$ cat src/rtl/render_queue_if.sv
// render_queue_if: Avalon-MM slave port plus the 48-bit render-queue pop port
// shared between the HPS bridge side and the VGA display engine.
interface render_queue_if;
  logic        chipselect;
  logic        write;
  logic        read;
  logic [1:0]  address;
  logic [31:0] writedata;
  logic [31:0] readdata;
  logic [47:0] render_queue_dout;
  logic        render_queue_pop_front;
  logic        render_queue_empty;
  logic        render_queue_full;

  modport master (
    output chipselect, write, read, address, writedata, render_queue_pop_front,
    input  readdata, render_queue_dout, render_queue_empty, render_queue_full
  );

  modport slave (
    input  chipselect, write, read, address, writedata, render_queue_pop_front,
    output readdata, render_queue_dout, render_queue_empty, render_queue_full
  );
endinterface

$ cat src/rtl/render_queue.sv
// render_queue: Avalon-MM slave that stages two 32-bit writes into 48-bit sprite
// render instructions and buffers them in a show-ahead FIFO for the display engine.
// Optional feature macro: RENDER_QUEUE_STATS_EN (high-water mark and dropped-push count at addr 3).
`ifndef VGA_DO_RENDER
`define VGA_DO_RENDER 8'h01
`endif

module render_queue #(
  parameter int DEPTH = 64
) (
  input logic           clk50,
  input logic           reset,
  render_queue_if.slave bus
);
  localparam int AW = $clog2(DEPTH);
  localparam int CW = AW + 1;
  localparam logic [47:0] IDLE_WORD = {`VGA_DO_RENDER, 40'h0};

  logic [47:0]   mem [DEPTH];
  logic [AW-1:0] wr_ptr;
  logic [AW-1:0] rd_ptr;
  logic [CW-1:0] count;
  logic [CW-1:0] count_next;
  logic [31:0]   staging_lo;
  logic          overflow;
  logic [31:0]   readdata_q;

  logic          wr_access;
  logic          rd_access;
  logic          push_req;
  logic          flush_req;
  logic          status_read;
  logic          is_full;
  logic          is_empty;
  logic          do_push;
  logic          do_pop;
  logic          drop;
  logic [31:0]   status_word;
  logic [31:0]   stats_word;

  always_comb begin
    wr_access   = bus.chipselect & bus.write;
    rd_access   = bus.chipselect & bus.read;
    push_req    = wr_access && (bus.address == 2'd1);
    flush_req   = wr_access && (bus.address == 2'd3);
    status_read = rd_access && (bus.address == 2'd2);
    is_full     = (count == CW'(DEPTH));
    is_empty    = (count == '0);
    do_pop      = bus.render_queue_pop_front && !is_empty && !flush_req;
    // A same-cycle pop frees a slot, so a full queue still accepts the push.
    do_push     = push_req && (!is_full || bus.render_queue_pop_front);
    drop        = push_req && is_full && !bus.render_queue_pop_front;
    if (flush_req) begin
      count_next = '0;
    end else begin
      count_next = count + CW'(do_push) - CW'(do_pop);
    end
  end

  always_ff @(posedge clk50) begin
    if (reset || flush_req) begin
      wr_ptr <= '0;
      rd_ptr <= '0;
      count  <= '0;
    end else begin
      if (do_push) begin
        wr_ptr <= wr_ptr + AW'(1);
      end
      if (do_pop) begin
        rd_ptr <= rd_ptr + AW'(1);
      end
      count <= count_next;
    end
  end

  always_ff @(posedge clk50) begin
    if (do_push && !reset) begin
      mem[wr_ptr] <= {bus.writedata[15:0], staging_lo};
    end
  end

  always_ff @(posedge clk50) begin
    if (reset || flush_req) begin
      staging_lo <= '0;
    end else if (wr_access && (bus.address == 2'd0)) begin
      staging_lo <= bus.writedata;
    end
  end

  // Sticky overflow: a drop on the same edge as a status read keeps it set.
  always_ff @(posedge clk50) begin
    if (reset || flush_req) begin
      overflow <= 1'b0;
    end else if (drop) begin
      overflow <= 1'b1;
    end else if (status_read) begin
      overflow <= 1'b0;
    end
  end

`ifdef RENDER_QUEUE_STATS_EN
  logic [CW-1:0] hwm;
  logic [15:0]   dropped;

  always_ff @(posedge clk50) begin
    if (reset || flush_req) begin
      hwm     <= '0;
      dropped <= '0;
    end else begin
      if (count_next > hwm) begin
        hwm <= count_next;
      end
      if (drop && (dropped != 16'hFFFF)) begin
        dropped <= dropped + 16'd1;
      end
    end
  end

  always_comb begin
    stats_word = {dropped, 5'b0, 11'(hwm)};
  end
`else
  always_comb begin
    stats_word = '0;
  end
`endif

  always_comb begin
    status_word = {overflow, 14'b0, is_full, is_empty, 5'b0, 10'(count)};
  end

  always_ff @(posedge clk50) begin
    if (reset) begin
      readdata_q <= '0;
    end else if (rd_access) begin
      case (bus.address)
        2'd2:    readdata_q <= status_word;
        2'd3:    readdata_q <= stats_word;
        default: readdata_q <= '0;
      endcase
    end
  end

  assign bus.readdata           = readdata_q;
  assign bus.render_queue_dout  = is_empty ? IDLE_WORD : mem[rd_ptr];
  assign bus.render_queue_empty = is_empty;
  assign bus.render_queue_full  = is_full;

endmodule

$ cat src/flat_wrapper.sv
// flat-port wrapper written by rule: the top's interface ports become plain ports
module render_queue_flat 
#(
  parameter int DEPTH = 64
)
  (clk50, reset, bus_chipselect, bus_write, bus_read, bus_address, bus_writedata, bus_render_queue_pop_front, bus_readdata, bus_render_queue_dout, bus_render_queue_empty, bus_render_queue_full);
  render_queue_if bus_i ();
  input logic clk50;
  input logic reset;
  input wire logic [$bits(bus_i.chipselect)-1:0] bus_chipselect;
  input wire logic [$bits(bus_i.write)-1:0] bus_write;
  input wire logic [$bits(bus_i.read)-1:0] bus_read;
  input wire logic [$bits(bus_i.address)-1:0] bus_address;
  input wire logic [$bits(bus_i.writedata)-1:0] bus_writedata;
  input wire logic [$bits(bus_i.render_queue_pop_front)-1:0] bus_render_queue_pop_front;
  output wire logic [$bits(bus_i.readdata)-1:0] bus_readdata;
  output wire logic [$bits(bus_i.render_queue_dout)-1:0] bus_render_queue_dout;
  output wire logic [$bits(bus_i.render_queue_empty)-1:0] bus_render_queue_empty;
  output wire logic [$bits(bus_i.render_queue_full)-1:0] bus_render_queue_full;
  assign bus_i.chipselect = bus_chipselect;
  assign bus_i.write = bus_write;
  assign bus_i.read = bus_read;
  assign bus_i.address = bus_address;
  assign bus_i.writedata = bus_writedata;
  assign bus_i.render_queue_pop_front = bus_render_queue_pop_front;
  assign bus_readdata = bus_i.readdata;
  assign bus_render_queue_dout = bus_i.render_queue_dout;
  assign bus_render_queue_empty = bus_i.render_queue_empty;
  assign bus_render_queue_full = bus_i.render_queue_full;
  render_queue #(.DEPTH(DEPTH)) u_core (.clk50(clk50), .reset(reset), .bus(bus_i));
endmodule
$ cat config.mk
export PLATFORM = sky130hd
export DESIGN_NAME = render_queue_flat
export DESIGN_NICKNAME = d
export VERILOG_FILES = /design/src/rtl/render_queue_if.sv /design/src/rtl/render_queue.sv /design/src/flat_wrapper.sv
export SDC_FILE = /design/constraint.sdc
export NUM_CORES = 2
export LEC_CHECK = 0
export BUFFER_PORTS_ARGS = -buffer_cell sky130_fd_sc_hd__clkbuf_2
export CAP_MARGIN = 0
export CELL_PAD_IN_SITES_DETAIL_PLACEMENT = 1
export CELL_PAD_IN_SITES_GLOBAL_PLACEMENT = 2
export CORE_MARGIN = 10
export CORE_UTILIZATION = 45
export DETAILED_ROUTE_END_ITERATION = 10
export GPL_ROUTABILITY_DRIVEN = 0
export GPL_TIMING_DRIVEN = 0
export PLACE_DENSITY_LB_ADDON = 0.1
export SYNTH_ARGS = -nofsm -noshare
export SYNTH_HDL_FRONTEND = slang
export SYNTH_SLANG_ARGS = --single-unit
$ cat constraint.sdc
create_clock -name clk50 -period 13.6 [get_ports clk50]
set_input_delay 1.36 -clock clk50 [delete_from_list [all_inputs] [get_ports clk50]]
set_output_delay 1.36 -clock clk50 [all_outputs]
set_load 0.01 [all_outputs]
==> run metrics <==
total power draw 22.9 mW; failing checks capacitance limit, slew limit; vias per cell 6.78; Initial Utilization 45.3%; worst-path fanout max 10; Min-Delay Path Class reg -> reg; grt ovf 0; fillers 22800; Core Area 0.265 sq mm; Final setup viols 0; Slew Limit Fails 35; Cell variety after synth 63; sequential cell area 0.0937 sq mm; DRT Wirelength 478 mm; Post-CTS Setup Bufs 0; dpl cells 9222; critical path class reg -> out; most common cell in the synthesized netlist edfxtp_1; setup TNS 0 ps; Worst setup SP type register; worst ir drop on vdd 106 uV; clock-pin transition on the worst setup and hold timing paths 60 ps; Syn Inst Count 5326; H-tree depth 5; hpwl dp 333 mm; FP Rows 189; DR pass1 iterations 6; number of flops mapped to enable cells by yosys 3072; clock sinks 3140; final std cells w/o fill 9836; Max-Cap Viols 4; status complete, but fails checks; Synth Area per Inst 22.6 sq um; Slew headroom -5.18%; Max Freq 121 MHz; Mapped Area 0.120 sq mm; Die Footprint 0.288 sq mm; Root Buffer clkbuf_16; largest net degree at the start of global routing 66; Commonest cells post-synth edfxtp_1 (3072), mux4_2 (815), nand2_1 (232); Buffers on Ports 99; final setup margin 5320 ps; layout cells sized above 1 31.3%; origin of the critical flop-to-flop path u_core.count[2]; Worst EP arrival 6920 ps; Setup Skew 49.7 ps; register bit total from synthesis 3140; Power Density 162 mW/mm^2; leading register cell type out of synthesis edfxtp_1; Max Root-Sink Buffers 4; synth warn 0; Post-CTS Resized 0; Die W 537 um; DRC 0; Slew @ Worst Pin 1580 ps; WL/cell 48.6 um; RSZ-0062 raised after global routing no; Worst setup EP type output port; final hold vios 0; CTS tree built; routed vias 66700; min cycle time layout 8280 ps; Area contributors post-synth edfxtp_1 (77%), mux4_2 (15%), dfxtp_1 (1.1%), mux2i_1 (1.0%), nand2_1 (0.72%); initial antenna violation count 45; Ports 122; crit path to bus_render_queue_dout[42]; Num CTS Buffers 333; Worst EP required 12240 ps; FF-to-FF End u_core.mem[46][10]; worst-skew pair later-pin latency 950 ps; Die Y 537 um; vias in the first global route 64900; cts-stage hold buffer count 0; 1st-iter DRT viols 12600; first-pass GRT wire length 623 mm; Antenna Violating Nets Remaining 0; Multi-input gate area 0.0253 sq mm; sequential share of the synthesized area 77.9%; R2R cell count 12; Area Overhead vs Synth 17.5%; Reg2Reg Setup Slack 8780 ps; Synth area leader edfxtp_1; Async SR Flop Fraction 0%; GR Util All Layers 32.7%; Nets 6081; Pleak 41.5 nW; fin crit share 60.9%; Synth top area share 76.8%; pre-CTS setup slack 6550 ps
registers in the layout, summed over array words and instances (netlist names), named ones only:
register,flops
u_core.mem,3072
u_core.staging_lo,32
u_core.rd_ptr,6
u_core.wr_ptr,6
u_core.count,7
u_core.overflow,1
u_core.bus.readdata,10
placed cells by master, fill, tap and decap left out, drive strengths merged, types with 10 or more instances in the layout:
| master | synthesis | layout |
|---|---|---|
| a211oi | 31 | 31 |
| a21oi | 97 | 97 |
| a221oi | 15 | 15 |
| a22oi | 56 | 56 |
| a31oi | 33 | 33 |
| a32oi | 19 | 19 |
| and3 | 16 | 16 |
| buf | 216 | 471 |
| bufinv | 0 | 15 |
| clkbuf | 97 | 612 |
| clkinv | 1 | 140 |
| conb | 1 | 22 |
| dfxtp | 68 | 68 |
| diode | 0 | 13 |
| edfxtp | 3072 | 3072 |
| ha | 11 | 11 |
| inv | 16 | 30 |
| mux2 | 18 | 18 |
| mux2i | 124 | 124 |
| mux4 | 815 | 815 |
| nand2 | 232 | 232 |
| nand3 | 31 | 31 |
| nor2 | 147 | 147 |
| nor2b | 21 | 21 |
| nor3 | 11 | 11 |
| o21ai | 43 | 43 |
| o22ai | 42 | 42 |
| xor2 | 10 | 10 |
worst max-delay path, stage by stage, from the launching register on:
cell and delay, ps:
dfxtp_1 320, buf_2 480, buf_2 690, buf_2 750, clkbuf_1 1110, clkbuf_1 1050, nor3_1 160, nor4_1 1080
clkbuf_2 300
routing by layer:
layer | share of wire (%) | GRT usage, %
met2 | 45 | 49.1
met4 | 5.9 | 15.8
met5 | 0.018 | 0
met1 | 38 | 45.6
met3 | 12 | 7.49
layout make-up:
type	instances	area share (%)
buffer	313	1.29
timing repair buffer	347	4.04
antenna	13	0.0231
sequential	3140	66.4
multi-input combinational	1877	17.9
tap	3533	3.13
inverter	17	0.0452
clock buffer	423	6.22
clock inverter	173	0.973
worst min path at each step:
stage                                from            endpoint  slack (ps)  cells past startpoint
finish                    u_core.overflow     u_core.overflow         480                      2
global route        u_core.staging_lo[28]  u_core.mem[18][28]         510                      0
CTS                       u_core.overflow     u_core.overflow         490                      2
detailed placement        u_core.overflow     u_core.overflow         470                      2
global placement          u_core.overflow     u_core.overflow         470                      2
floorplan                 u_core.overflow     u_core.overflow         450                      2
per-stage QoR:
step | cell area [sq um] | hold slack [ps] | utilization [%]
2_1_floorplan | 120000 | 445 | -
3_3_place_gp | 125000 | 465 | 47.2
3_5_place_dp | 131000 | 467 | 49.3
4_1_cts | 141000 | 489 | 53.1
5_1_grt | 141000 | 507 | 53.2
6_report | 141000 | 484 | 53.2
cells by family (layout without fill, tap and decap cells):
| logic type | after synthesis | after routing | share of synthesized area (%) |
|---|---|---|---|
| other | 1 | 35 | 0.00312 |
| and+or+nand+nor | 494 | 494 | 1.75 |
| DFF | 3140 | 3140 | 77.9 |
| muxes | 957 | 957 | 16.5 |
| buffers and inverters | 330 | 1273 | 1.53 |
| AOI/OAI and AO/OA | 378 | 378 | 2.07 |
| adders and majority gates | 12 | 12 | 0.131 |
| xor gates and xnor gates | 14 | 14 | 0.102 |
power breakdown:
group	leakage (nW)	internal, mW	total (mW)	switching, mW
logic	10.3	1.28	3.58	2.30
clock network	4.98	4.86	8.74	3.87
registers	26.2	10.6	10.6	0.0314
total	41.5	16.7	22.9	6.21
(Power assumes the default switching activity.)
